File: src/rtl/sm_bcd_sequencer_if.sv
// Conversion request/result bus for sm_bcd_sequencer.
// The master drives start/A. The slave returns ready, valid, sign and bcd.
interface sm_bcd_sequencer_if #(
    parameter int N = 8,
    parameter int D = 3
);
    logic           start;
    logic [N-1:0]   A;
    logic           ready;
    logic           valid;
    logic           sign;
    logic [4*D-1:0] bcd;

    modport master (
        output start, A,
        input  ready, valid, sign, bcd
    );

    modport slave (
        input  start, A,
        output ready, valid, sign, bcd
    );
endinterface

File: src/rtl/sm_bcd_sequencer.sv
// Signed binary to sign-magnitude BCD converter.
// The magnitude is converted with a shift-add-3 (double dabble) sequence.
// One conversion takes N SHIFT cycles plus one DONE cycle.
// Optional feature: define SM_BCD_LEADING_BLANK_EN to blank leading zeros.
// When blanking is on, each zero digit above the highest non-zero digit reads
// 4'hF, and digit 0 is always shown.
//
//   state | meaning
//   IDLE  | ready=1, waiting for start, last result held on sign/bcd
//   SHIFT | one double-dabble step per cycle, N cycles in total
//   DONE  | valid=1 for one cycle, then back to IDLE
module sm_bcd_sequencer #(
    parameter int N = 8,
    parameter int D = 3
) (
    input  logic               clk,
    input  logic               rst,
    sm_bcd_sequencer_if.slave  bus
);
    localparam int CW = $clog2(N + 1);

`ifdef SM_BCD_LEADING_BLANK_EN
    localparam logic [4*D-1:0] BCD_RST = {{(D-1){4'hF}}, 4'h0};
`else
    localparam logic [4*D-1:0] BCD_RST = '0;
`endif

    typedef enum logic [1:0] {
        IDLE  = 2'd0,
        SHIFT = 2'd1,
        DONE  = 2'd2
    } state_t;

    state_t         state_q, state_d;
    logic [N-1:0]   mag_q, mag_d;
    logic [4*D-1:0] acc_q, acc_d;
    logic [CW-1:0]  cnt_q, cnt_d;
    logic           sgn_q, sgn_d;
    logic           out_sign_q, out_sign_d;
    logic [4*D-1:0] bcd_q, bcd_d;

    // Add 3 to every digit that is >= 5 before the shift, so the digit
    // carries correctly into the next nibble.
    function automatic logic [4*D-1:0] add3(input logic [4*D-1:0] a);
        logic [4*D-1:0] r;
        r = a;
        for (int i = 0; i < D; i++) begin
            if (a[4*i +: 4] >= 4'd5)
                r[4*i +: 4] = a[4*i +: 4] + 4'd3;
        end
        return r;
    endfunction

`ifdef SM_BCD_LEADING_BLANK_EN
    // Replace the leading zero digits with 4'hF. Digit 0 is never replaced.
    function automatic logic [4*D-1:0] blank(input logic [4*D-1:0] a);
        logic [4*D-1:0] r;
        logic           seen;
        r    = a;
        seen = 1'b0;
        for (int i = D - 1; i >= 1; i--) begin
            if (a[4*i +: 4] != 4'd0)
                seen = 1'b1;
            else if (!seen)
                r[4*i +: 4] = 4'hF;
        end
        return r;
    endfunction
`endif

    logic [4*D-1:0] acc_adj;
    logic [4*D-1:0] acc_sh;
    logic [N-1:0]   mag_sh;
    logic [N-1:0]   mag_in;

    // Compute the shift datapath, the absolute value of A, and the next state.
    always_comb begin
        state_d    = state_q;
        mag_d      = mag_q;
        acc_d      = acc_q;
        cnt_d      = cnt_q;
        sgn_d      = sgn_q;
        out_sign_d = out_sign_q;
        bcd_d      = bcd_q;

        acc_adj          = add3(acc_q);
        {acc_sh, mag_sh} = {acc_adj, mag_q} << 1;
        mag_in           = bus.A[N-1] ? (~bus.A + {{(N-1){1'b0}}, 1'b1}) : bus.A;

        case (state_q)
            IDLE: begin
                if (bus.start) begin
                    sgn_d   = bus.A[N-1];
                    mag_d   = mag_in;
                    acc_d   = '0;
                    cnt_d   = CW'(N);
                    state_d = SHIFT;
                end
            end
            SHIFT: begin
                acc_d = acc_sh;
                mag_d = mag_sh;
                cnt_d = cnt_q - CW'(1);
                if (cnt_q == CW'(1)) begin
                    out_sign_d = sgn_q;
`ifdef SM_BCD_LEADING_BLANK_EN
                    bcd_d      = blank(acc_sh);
`else
                    bcd_d      = acc_sh;
`endif
                    state_d    = DONE;
                end
            end
            DONE: begin
                state_d = IDLE;
            end
            default: begin
                state_d = IDLE;
            end
        endcase
    end

    // State and datapath registers. rst aborts any conversion in progress.
    always_ff @(posedge clk) begin
        if (rst) begin
            state_q    <= IDLE;
            mag_q      <= '0;
            acc_q      <= '0;
            cnt_q      <= '0;
            sgn_q      <= 1'b0;
            out_sign_q <= 1'b0;
            bcd_q      <= BCD_RST;
        end else begin
            state_q    <= state_d;
            mag_q      <= mag_d;
            acc_q      <= acc_d;
            cnt_q      <= cnt_d;
            sgn_q      <= sgn_d;
            out_sign_q <= out_sign_d;
            bcd_q      <= bcd_d;
        end
    end

    assign bus.ready = (state_q == IDLE);
    assign bus.valid = (state_q == DONE);
    assign bus.sign  = out_sign_q;
    assign bus.bcd   = bcd_q;
endmodule

File: src/flat_wrapper.sv
// flat-port wrapper written by rule: the top's interface ports become plain ports
module sm_bcd_sequencer_flat 
#(
    parameter int N = 8,
    parameter int D = 3
)
  (clk, rst, bus_start, bus_A, bus_ready, bus_valid, bus_sign, bus_bcd);
  sm_bcd_sequencer_if #(.N(N), .D(D)) bus_i ();
  input  logic clk;
  input  logic rst;
  input wire logic [$bits(bus_i.start)-1:0] bus_start;
  input wire logic [$bits(bus_i.A)-1:0] bus_A;
  output wire logic [$bits(bus_i.ready)-1:0] bus_ready;
  output wire logic [$bits(bus_i.valid)-1:0] bus_valid;
  output wire logic [$bits(bus_i.sign)-1:0] bus_sign;
  output wire logic [$bits(bus_i.bcd)-1:0] bus_bcd;
  assign bus_i.start = bus_start;
  assign bus_i.A = bus_A;
  assign bus_ready = bus_i.ready;
  assign bus_valid = bus_i.valid;
  assign bus_sign = bus_i.sign;
  assign bus_bcd = bus_i.bcd;
  sm_bcd_sequencer #(.N(N), .D(D)) u_core (.clk(clk), .rst(rst), .bus(bus_i));
endmodule
File: config.mk
export PLATFORM = sky130hd
export DESIGN_NAME = sm_bcd_sequencer_flat
export DESIGN_NICKNAME = d
export VERILOG_FILES = /design/src/rtl/sm_bcd_sequencer_if.sv /design/src/rtl/sm_bcd_sequencer.sv /design/src/flat_wrapper.sv
export SDC_FILE = /design/constraint.sdc
export NUM_CORES = 1
export LEC_CHECK = 0
export BUFFER_PORTS_ARGS = -buffer_cell sky130_fd_sc_hd__buf_2
export CORE_UTILIZATION = 30
export DETAILED_ROUTE_END_ITERATION = 8
export PLACE_DENSITY = 0.44
export SKIP_CTS_REPAIR_TIMING = 1
export SYNTH_ARGS = -nofsm -noshare
export SYNTH_HDL_FRONTEND = slang
export SYNTH_SLANG_ARGS = --single-unit
File: constraint.sdc
create_clock -name clk -period 1.7 [get_ports clk]
set_input_delay 0.34 -clock clk [delete_from_list [all_inputs] [get_ports clk]]
set_output_delay 0.34 -clock clk [all_outputs]
set_load 0.03 [all_outputs]
==> results of run 1 <==
==> final timing paths <==
path / start / endpoint / slack (ps) / cells past startpoint
min: bus_A[5] / u_core.mag_q[5]$_SDFFE_PP0P_ / 290 / 2
max reg2reg: u_core.cnt_q[1]$_SDFFE_PP0P_ / u_core.bus.bcd[10]$_SDFFE_PP0P_ / 130 / 6
max: u_core.cnt_q[1]$_SDFFE_PP0P_ / u_core.bus.bcd[10]$_SDFFE_PP0P_ / 130 / 6
min reg2reg: u_core.bus.bcd[5]$_SDFFE_PP0P_ / u_core.bus.bcd[5]$_SDFFE_PP0P_ / 470 / 2
==> cells in the mapped netlist <==
cell | instances | area [µm²]
sky130_fd_sc_hd__dfxtp_1 | 40 | 801
sky130_fd_sc_hd__a31oi_1 | 1 | 6.26
sky130_fd_sc_hd__xor2_1 | 1 | 8.76
sky130_fd_sc_hd__o41ai_1 | 1 | 8.76
sky130_fd_sc_hd__buf_1 | 1 | 3.75
sky130_fd_sc_hd__and3_1 | 1 | 6.26
sky130_fd_sc_hd__nand2_2 | 1 | 6.26
sky130_fd_sc_hd__or3_1 | 1 | 6.26
sky130_fd_sc_hd__o22ai_1 | 6 | 37.5
sky130_fd_sc_hd__nand2b_1 | 5 | 31.3
sky130_fd_sc_hd__buf_6 | 1 | 11.3
sky130_fd_sc_hd__nand2_1 | 16 | 60.1
sky130_fd_sc_hd__o21ai_0 | 18 | 90.1
sky130_fd_sc_hd__nand4_1 | 2 | 12.5
sky130_fd_sc_hd__clkinv_1 | 1 | 3.75
sky130_fd_sc_hd__o31ai_1 | 3 | 22.5
sky130_fd_sc_hd__nor2_8 | 1 | 20.0
sky130_fd_sc_hd__nor3_1 | 4 | 20.0
sky130_fd_sc_hd__ha_1 | 9 | 113
sky130_fd_sc_hd__nor4_1 | 1 | 6.26
sky130_fd_sc_hd__or3b_4 | 1 | 11.3
sky130_fd_sc_hd__a21oi_1 | 19 | 95.1
sky130_fd_sc_hd__a211oi_1 | 5 | 37.5
sky130_fd_sc_hd__o21ai_2 | 1 | 8.76
sky130_fd_sc_hd__nor2b_1 | 2 | 12.5
sky130_fd_sc_hd__buf_2 | 5 | 25.0
sky130_fd_sc_hd__or4_1 | 1 | 7.51
sky130_fd_sc_hd__mux2_2 | 3 | 33.8
sky130_fd_sc_hd__xnor2_1 | 5 | 43.8
sky130_fd_sc_hd__inv_1 | 11 | 41.3
sky130_fd_sc_hd__nand3_1 | 10 | 50.1
sky130_fd_sc_hd__nor3b_1 | 7 | 52.6
sky130_fd_sc_hd__nor2_1 | 17 | 63.8
sky130_fd_sc_hd__a22oi_1 | 4 | 30.0
sky130_fd_sc_hd__and2_1 | 2 | 12.5
sky130_fd_sc_hd__clkbuf_1 | 5 | 18.8
sky130_fd_sc_hd__a222oi_1 | 3 | 30.0
sky130_fd_sc_hd__o221ai_1 | 1 | 8.76
sky130_fd_sc_hd__mux2i_1 | 2 | 20.0
sky130_fd_sc_hd__o21bai_1 | 1 | 7.51
sky130_fd_sc_hd__or3b_1 | 1 | 8.76
sky130_fd_sc_hd__a22o_1 | 2 | 17.5
==> per-layer routing <==
metal | wire length (µm) | share of wire (%) | GRT usage, % | up-vias
li1 | - | - | - | 858
met1 | 2260 | 51 | 18.0 | 760
met2 | 1970 | 44 | 22.6 | 28
met3 | 191 | 4.3 | 3.33 | 6
met4 | 42 | 0.94 | 6.32 | 0
met5 | 0 | 0 | 0 | -
==> worst reg2reg max path, cell delays in order, from the launching register on <==
cell and delay, ps:
sky130_fd_sc_hd__dfxtp_1 330, sky130_fd_sc_hd__inv_1 70, sky130_fd_sc_hd__ha_1 120, sky130_fd_sc_hd__or3b_4 440
sky130_fd_sc_hd__nor2_8 200, sky130_fd_sc_hd__nand2_2 140, sky130_fd_sc_hd__o22ai_1 180
==> area by class of cell <==
class / instances / area, µm² / area share, %
clock inverters: 2 / 35.0 / 1.52
well taps: 75 / 93.8 / 4.06
repair buffers: 38 / 235 / 10.2
clock buffers: 6 / 72.6 / 3.14
flip-flops and latches: 40 / 801 / 34.6
multi-input cells: 159 / 1030 / 44.5
inverters: 12 / 45.0 / 1.95
==> where the power goes <==
part / switching [mW] / internal [mW] / leakage [nW] / total (mW)
Sequential: 0.0234 / 0.969 / 0.325 / 0.992
Clock: 0.339 / 0.436 / 0.0552 / 0.775
Combinational: 0.157 / 0.102 / 0.515 / 0.259
==> cell families after synthesis <==
logic type | after synthesis | synth area share, %
fa+ha+maj | 9 | 5.89
buf+inv | 24 | 5.43
compound gates | 65 | 20.9
mux | 5 | 2.81
simple gates | 73 | 20.3
flops | 40 | 41.9
xor+xnor | 6 | 2.75
==> per-stage QoR <==
stage	hold slack, ps	std cells
detailed placement	460	321
global route	281	332
floorplan	436	222
global placement	461	321
CTS	283	329
finish	293	332
==> flip-flops by register name, indices dropped and copies added (netlist names) <==
register,flops
u_core.acc_q,12
u_core.bus.sign,1
u_core.mag_q,8
u_core.state_q,2
u_core.bus.bcd,12
u_core.sgn_q,1
u_core.cnt_q,4
==> impl_results.html, run 1 <==
<table>
<tr><th>Metric</th><th>Value</th></tr>
<tr><th colspan="2">Status</th></tr>
<tr><td>Status</td><td>complete, no violations</td></tr>
<tr><th colspan="2">Power and ir drop</th></tr>
<tr><td>Pwr per Cell Area</td><td>876 nW/µm²</td></tr>
<tr><td>Total Power Consumption</td><td>2.03 mW</td></tr>
<tr><td>Worst vdd rail ir drop</td><td>0.424 mV</td></tr>
<tr><td>Total leakage power</td><td>0.895 nW</td></tr>
<tr><th colspan="2">Yosys</th></tr>
<tr><td>Mapped Avg Cell Area</td><td>8.61 µm²</td></tr>
<tr><td>YS warnings</td><td>0</td></tr>
<tr><td>Number of storage elements in the synthesis netlist</td><td>40</td></tr>
<tr><td>Portion of the post-synthesis area used by sequential elements</td><td>a little over two fifths</td></tr>
<tr><td>Post-Synthesis Cell Area</td><td>between 1500 and 2000 µm²</td></tr>
<tr><td>Number of nets produced by synthesis</td><td>242</td></tr>
<tr><td>Gate count of the mapped netlist</td><td>222</td></tr>
<tr><td>Synth unique cells</td><td>42</td></tr>
<tr><th colspan="2">Timing</th></tr>
<tr><td>Post-route fraction of the period consumed by the critical path</td><td>92.2%</td></tr>
<tr><td>Setup ws final</td><td>about 130 ps</td></tr>
<tr><td>Final Critical Period</td><td>between 1500 and 2000 ps</td></tr>
<tr><td>Clock Skew</td><td>8.76 ps</td></tr>
<tr><td>Final hold violation count</td><td>0</td></tr>
<tr><td>Unrepaired setup endpoints after global routing</td><td>no</td></tr>
<tr><td>Setup TNS</td><td>0 ps</td></tr>
<tr><td>Count of final setup violators</td><td>0</td></tr>
<tr><td>Worst-margin pin slew</td><td>around 560 ps</td></tr>
<tr><td>Pins Over Slew Limit</td><td>0</td></tr>
<tr><td>Max Freq</td><td>0.638 GHz</td></tr>
<tr><td>Relative slew slack</td><td>62.8%</td></tr>
<tr><th colspan="2">Run</th></tr>
<tr><td>MaxCap Viol Count</td><td>0</td></tr>
<tr><th colspan="2">CTS</th></tr>
<tr><td>Root Buffer Master</td><td>sky130_fd_sc_hd__clkbuf_8</td></tr>
<tr><td>Number of buffers created by CTS</td><td>5</td></tr>
<tr><td>Number of clock sinks</td><td>40</td></tr>
<tr><td>Total number of H-tree levels</td><td>2</td></tr>
<tr><td>Clock latency reported for the late side of the worst-skew pair</td><td>roughly 290 ps</td></tr>
<tr><td>Clock tree from TritonCTS</td><td>done</td></tr>
<tr><td>Clock slew at reported path FFs</td><td>80 ps</td></tr>
<tr><td>Maximum count of clock buffers along a single path</td><td>2</td></tr>
<tr><th colspan="2">Final layout</th></tr>
<tr><td>Fillers</td><td>667</td></tr>
<tr><td>Final design area excluding fillers</td><td>2310 µm²</td></tr>
<tr><td>Synthesis-to-layout area growth</td><td>20.9%</td></tr>
<tr><td>Total number of nets in the final design</td><td>roughly 280</td></tr>
<tr><td>Share of post-route cells with drive strength above 1</td><td>21.8%</td></tr>
<tr><td>Diodes inserted</td><td>0</td></tr>
<tr><td>Top library cells by usage in the layout, fill and taps aside</td><td>sky130_fd_sc_hd__dfxtp_1 (40), sky130_fd_sc_hd__buf_2 (25), sky130_fd_sc_hd__o21ai_0 (18)</td></tr>
<tr><td>Final core area utilization</td><td>a little under two fifths</td></tr>
<tr><td>Most common library cell in the layout ignoring fill and taps</td><td>sky130_fd_sc_hd__dfxtp_1</td></tr>
<tr><th colspan="2">Placement</th></tr>
<tr><td>Instance area after placement</td><td>2170 µm²</td></tr>
<tr><td>Minimum setup slack after placement</td><td>78.7 ps</td></tr>
<tr><td>HPWL after detailed placement</td><td>around 3100 µm</td></tr>
<tr><td>Final RePlAce weighted congestion</td><td>~0.74</td></tr>
<tr><td>Count of input and output buffers</td><td>25</td></tr>
<tr><th colspan="2">GRT</th></tr>
<tr><td>Largest net degree at the start of global routing</td><td>29</td></tr>
<tr><td>Antenna violations before repair</td><td>0</td></tr>
<tr><td>First-pass GRT wire length</td><td>7080 µm</td></tr>
<tr><td>Vias in the first global route</td><td>1491</td></tr>
<tr><td>Global Route Usage Sum</td><td>14.2%</td></tr>
<tr><td>Total gr overflow</td><td>0</td></tr>
<tr><th colspan="2">Die</th></tr>
<tr><td>Starting density of the core</td><td>31.7%</td></tr>
<tr><td>Overall die area</td><td>6700 µm²</td></tr>
<tr><td>Height of the die</td><td>81.8 µm</td></tr>
<tr><td>Width of the die</td><td>between 80 and 90 µm</td></tr>
<tr><td>Placeable Area</td><td>around 6000 µm²</td></tr>
<tr><td>I/O pin total</td><td>26</td></tr>
<tr><td>Core Rows</td><td>28</td></tr>
<tr><th colspan="2">Drt</th></tr>
<tr><td>Detail Route Antenna Nets</td><td>0</td></tr>
<tr><td>Routed len/inst</td><td>13.4 µm</td></tr>
<tr><td>DRT Wirelength</td><td>4470 µm</td></tr>
<tr><td>DRC marker count from the first detailed-route iteration</td><td>slightly below 90</td></tr>
<tr><td>DR vias</td><td>about 1700</td></tr>
<tr><td>Via-per-instance ratio</td><td>about 5</td></tr>
<tr><td>Drc violations</td><td>0</td></tr>
<tr><td>First-pass iteration count of the detailed router</td><td>4</td></tr>
<tr><th colspan="2">Worst setup path</th></tr>
<tr><td>Bufs and invs on worst path</td><td>1</td></tr>
<tr><td>Kind of cell adding the most delay to the critical path</td><td>simple AND/OR/NAND/NOR gates</td></tr>
<tr><td>Crit path kind</td><td>reg -&gt; reg</td></tr>
<tr><td>Delay of the slowest critical-path stage</td><td>~440 ps</td></tr>
<tr><td>Worst Setup End Kind</td><td>register</td></tr>
<tr><td>CP cell instances</td><td>inv_1 &gt; ha_1 &gt; or3b_4 &gt; nor2_8 &gt; nand2_2 &gt; o22ai_1</td></tr>
<tr><td>Cell at the slowest stage of the critical path</td><td>sky130_fd_sc_hd__or3b_4</td></tr>
<tr><td>Arrival time worst endpoint</td><td>1790 ps</td></tr>
<tr><td>Endpoint required time on the critical path</td><td>1920 ps</td></tr>
<tr><td>Crit path max fanout</td><td>7</td></tr>
<tr><td>Element type at the critical path start</td><td>register</td></tr>
<tr><th colspan="2">Worst hold path</th></tr>
<tr><td>Hold/Removal Path Class</td><td>in -&gt; reg</td></tr>
</table>
No activity file was read; power rests on OpenSTA's default activity.
==> run 2, diff against run 1 <==
--- a/config.mk
+++ b/config.mk
@@ -8,7 +8,7 @@
 export BUFFER_PORTS_ARGS = -buffer_cell sky130_fd_sc_hd__buf_2
 export CORE_UTILIZATION = 30
 export DETAILED_ROUTE_END_ITERATION = 8
-export PLACE_DENSITY = 0.44
+export PLACE_DENSITY = 0.46
 export SKIP_CTS_REPAIR_TIMING = 1
 export SYNTH_ARGS = -nofsm -noshare
 export SYNTH_HDL_FRONTEND = slang
==> constraint.sdc (replaced) <==
create_clock -name clk -period 1.3 [get_ports clk]
set_input_delay 0.26 -clock clk [delete_from_list [all_inputs] [get_ports clk]]
set_output_delay 0.26 -clock clk [all_outputs]
set_load 0.03 [all_outputs]
==> impl_results.html, run 2 (synthesis results as in run 1) <==
<table>
<tr><th>Metric</th><th>Value</th></tr>
<tr><th colspan="2">Status</th></tr>
<tr><td>Status</td><td>finished, violations left</td></tr>
<tr><td>Violated checks</td><td>setup timing</td></tr>
<tr><th colspan="2">Worst setup path</th></tr>
<tr><td>CP cell instances</td><td>inv_2 &gt; ha_1 &gt; or3b_4 &gt; nor2_8 &gt; buf_12 &gt; buf_4 &gt; a211oi_1</td></tr>
<tr><td>Delay of the slowest critical-path stage</td><td>410 ps (-30 ps)</td></tr>
<tr><td>Endpoint required time on the critical path</td><td>1470 ps (-450 ps)</td></tr>
<tr><td>Startpoint of the worst-slack reg-to-reg timing path</td><td>u_core.cnt_q[1]$_SDFFE_PP0P_</td></tr>
<tr><td>Startpoint of the most critical setup path</td><td>u_core.cnt_q[1]$_SDFFE_PP0P_</td></tr>
<tr><td>Bufs and invs on worst path</td><td>3 (+2)</td></tr>
<tr><td>Element type at the critical path start</td><td>register</td></tr>
<tr><td>Kind of cell adding the most delay to the critical path</td><td>simple AND/OR/NAND/NOR gates</td></tr>
<tr><td>Arrival time worst endpoint</td><td>1690 ps (-100 ps)</td></tr>
<tr><td>Crit path kind</td><td>reg -&gt; reg</td></tr>
<tr><td>Crit path max fanout</td><td>7 (unchanged)</td></tr>
<tr><td>Worst Setup End Kind</td><td>register</td></tr>
<tr><td>Cell at the slowest stage of the critical path</td><td>sky130_fd_sc_hd__or3b_4</td></tr>
<tr><th colspan="2">Placement</th></tr>
<tr><td>Minimum setup slack after placement</td><td>-208 ps (-287 ps)</td></tr>
<tr><td>DP Cell Count</td><td>349 (+8.7%)</td></tr>
<tr><td>Final RePlAce weighted congestion</td><td>0.748 (+0.47%)</td></tr>
<tr><td>Count of input and output buffers</td><td>25 (unchanged)</td></tr>
<tr><td>Instance area after placement</td><td>2450 µm² (+13%)</td></tr>
<tr><td>HPWL after detailed placement</td><td>3690 µm (+19%)</td></tr>
<tr><th colspan="2">GRT</th></tr>
<tr><td>Vias in the first global route</td><td>1715 (+15%)</td></tr>
<tr><td>First-pass GRT wire length</td><td>8450 µm (+19%)</td></tr>
<tr><td>Antenna violations before repair</td><td>0 (unchanged)</td></tr>
<tr><td>Total gr overflow</td><td>0 (unchanged)</td></tr>
<tr><td>Global Route Usage Sum</td><td>16.8% (+2.7 points)</td></tr>
<tr><td>Largest net degree at the start of global routing</td><td>25 (-14%)</td></tr>
<tr><th colspan="2">Final layout</th></tr>
<tr><td>Final cell count without fillers</td><td>367 (+11%)</td></tr>
<tr><td>Most common library cell in the layout ignoring fill and taps</td><td>sky130_fd_sc_hd__buf_4</td></tr>
<tr><td>Synthesis-to-layout area growth</td><td>52.4%</td></tr>
<tr><td>Diodes inserted</td><td>0 (unchanged)</td></tr>
<tr><td>Top library cells by usage in the layout, fill and taps aside</td><td>sky130_fd_sc_hd__buf_4 (40), sky130_fd_sc_hd__dfxtp_1 (30), sky130_fd_sc_hd__buf_2 (25)</td></tr>
<tr><td>Share of post-route cells with drive strength above 1</td><td>47.6% (+26 points)</td></tr>
<tr><td>Final design area excluding fillers</td><td>2910 µm² (+26%)</td></tr>
<tr><td>Total number of nets in the final design</td><td>312 (+13%)</td></tr>
<tr><td>Final core area utilization</td><td>48.3% (+10 points)</td></tr>
<tr><th colspan="2">Die</th></tr>
<tr><td>I/O pin total</td><td>26 (unchanged)</td></tr>
<tr><td>Core Rows</td><td>28 (unchanged)</td></tr>
<tr><td>Height of the die</td><td>81.8 µm (unchanged)</td></tr>
<tr><td>Placeable Area</td><td>6030 µm² (unchanged)</td></tr>
<tr><td>Width of the die</td><td>81.8 µm (unchanged)</td></tr>
<tr><td>Overall die area</td><td>6700 µm² (unchanged)</td></tr>
<tr><td>Starting density of the core</td><td>31.7% (unchanged)</td></tr>
<tr><th colspan="2">Drt</th></tr>
<tr><td>Routed len/inst</td><td>14.7 µm (+9.0%)</td></tr>
<tr><td>Detail Route Antenna Nets</td><td>0 (unchanged)</td></tr>
<tr><td>DR vias</td><td>1844 (+12%)</td></tr>
<tr><td>First-pass iteration count of the detailed router</td><td>4 (unchanged)</td></tr>
<tr><td>Via-per-instance ratio</td><td>5.02 (+0.98%)</td></tr>
<tr><td>Drc violations</td><td>0 (unchanged)</td></tr>
<tr><td>DRT Wirelength</td><td>5380 µm (+21%)</td></tr>
<tr><td>DRC marker count from the first detailed-route iteration</td><td>65 (-26%)</td></tr>
<tr><th colspan="2">CTS</th></tr>
<tr><td>Number of clock sinks</td><td>40 (unchanged)</td></tr>
<tr><td>Clock slew at reported path FFs</td><td>80 ps (about the same)</td></tr>
<tr><td>Clock tree from TritonCTS</td><td>done</td></tr>
<tr><td>Clock latency reported for the late side of the worst-skew pair</td><td>290 ps (about the same)</td></tr>
<tr><td>Total number of H-tree levels</td><td>2 (unchanged)</td></tr>
<tr><td>Maximum count of clock buffers along a single path</td><td>2 (unchanged)</td></tr>
<tr><td>Root Buffer Master</td><td>sky130_fd_sc_hd__clkbuf_8</td></tr>
<tr><td>Number of buffers created by CTS</td><td>5 (unchanged)</td></tr>
<tr><th colspan="2">Power and ir drop</th></tr>
<tr><td>Pwr per Cell Area</td><td>883 nW/µm² (+0.76%)</td></tr>
<tr><td>Total Power Consumption</td><td>2.57 mW (+27%)</td></tr>
<tr><td>Worst vdd rail ir drop</td><td>0.434 mV (+2.4%)</td></tr>
<tr><td>Total leakage power</td><td>1.16 nW (+30%)</td></tr>
<tr><th colspan="2">Run</th></tr>
<tr><td>MaxCap Viol Count</td><td>0 (unchanged)</td></tr>
<tr><th colspan="2">Worst hold path</th></tr>
<tr><td>Critical hold path startpoint</td><td>rst</td></tr>
<tr><td>Hold/Removal Path Class</td><td>in -&gt; reg</td></tr>
<tr><th colspan="2">Timing</th></tr>
<tr><td>Final hold violation count</td><td>0 (unchanged)</td></tr>
<tr><td>Max Freq</td><td>0.659 GHz (+3.3%)</td></tr>
<tr><td>Pins Over Slew Limit</td><td>0 (unchanged)</td></tr>
<tr><td>Clock Skew</td><td>8.34 ps (-0.416 ps)</td></tr>
<tr><td>Final Critical Period</td><td>1520 ps (-49.8 ps)</td></tr>
<tr><td>Post-route fraction of the period consumed by the critical path</td><td>117% (+25 points)</td></tr>
<tr><td>Setup ws final</td><td>-217 ps (-350 ps)</td></tr>
<tr><td>Setup TNS</td><td>-2840 ps (-2840 ps)</td></tr>
<tr><td>Unrepaired setup endpoints after global routing</td><td>yes</td></tr>
<tr><td>Count of final setup violators</td><td>20 (+20)</td></tr>
<tr><td>Relative slew slack</td><td>75.4% (+13 points)</td></tr>
<tr><td>Hold slack</td><td>255 ps (-37.9 ps)</td></tr>
<tr><td>Worst-margin pin slew</td><td>365 ps (-192 ps)</td></tr>
</table>
[run 2: power by group]
group	internal [mW]	total [mW]	leakage (nW)	switching (mW)
sequential	1.26	1.29	0.330	0.0281
combinational	0.232	0.492	0.793	0.260
clock	0.365	0.789	0.0410	0.424
[run 2: path summary, 6_finish.rpt]
check | cells after the start | slack, ps | to
min | 2 | 250 | u_core.mag_q[4]$_SDFFE_PP0P_
min reg2reg | 2 | 470 | u_core.sgn_q$_SDFFE_PP0P_
max | 7 | -220 | u_core.bus.bcd[11]$_SDFFE_PP0P_
max reg2reg | 7 | -220 | u_core.bus.bcd[11]$_SDFFE_PP0P_
[run 2: final cells by class]
class | instances | area, µm²
Fill cell | 613 | 3110
Multi-Input combinational cell | 158 | 1320
Sequential cell | 40 | 823
Timing Repair Buffer | 75 | 547
Tap cell | 75 | 93.8
Clock buffer | 6 | 72.6
Inverter | 12 | 52.6
Clock inverter | 1 | 5.00
[run 2: layer usage]
layer	GRT usage [%]	part of all wire (%)
met1	23.3	49
met2	25.7	48
met3	4.11	2.5
met4	4.74	1.0
met5	0	0
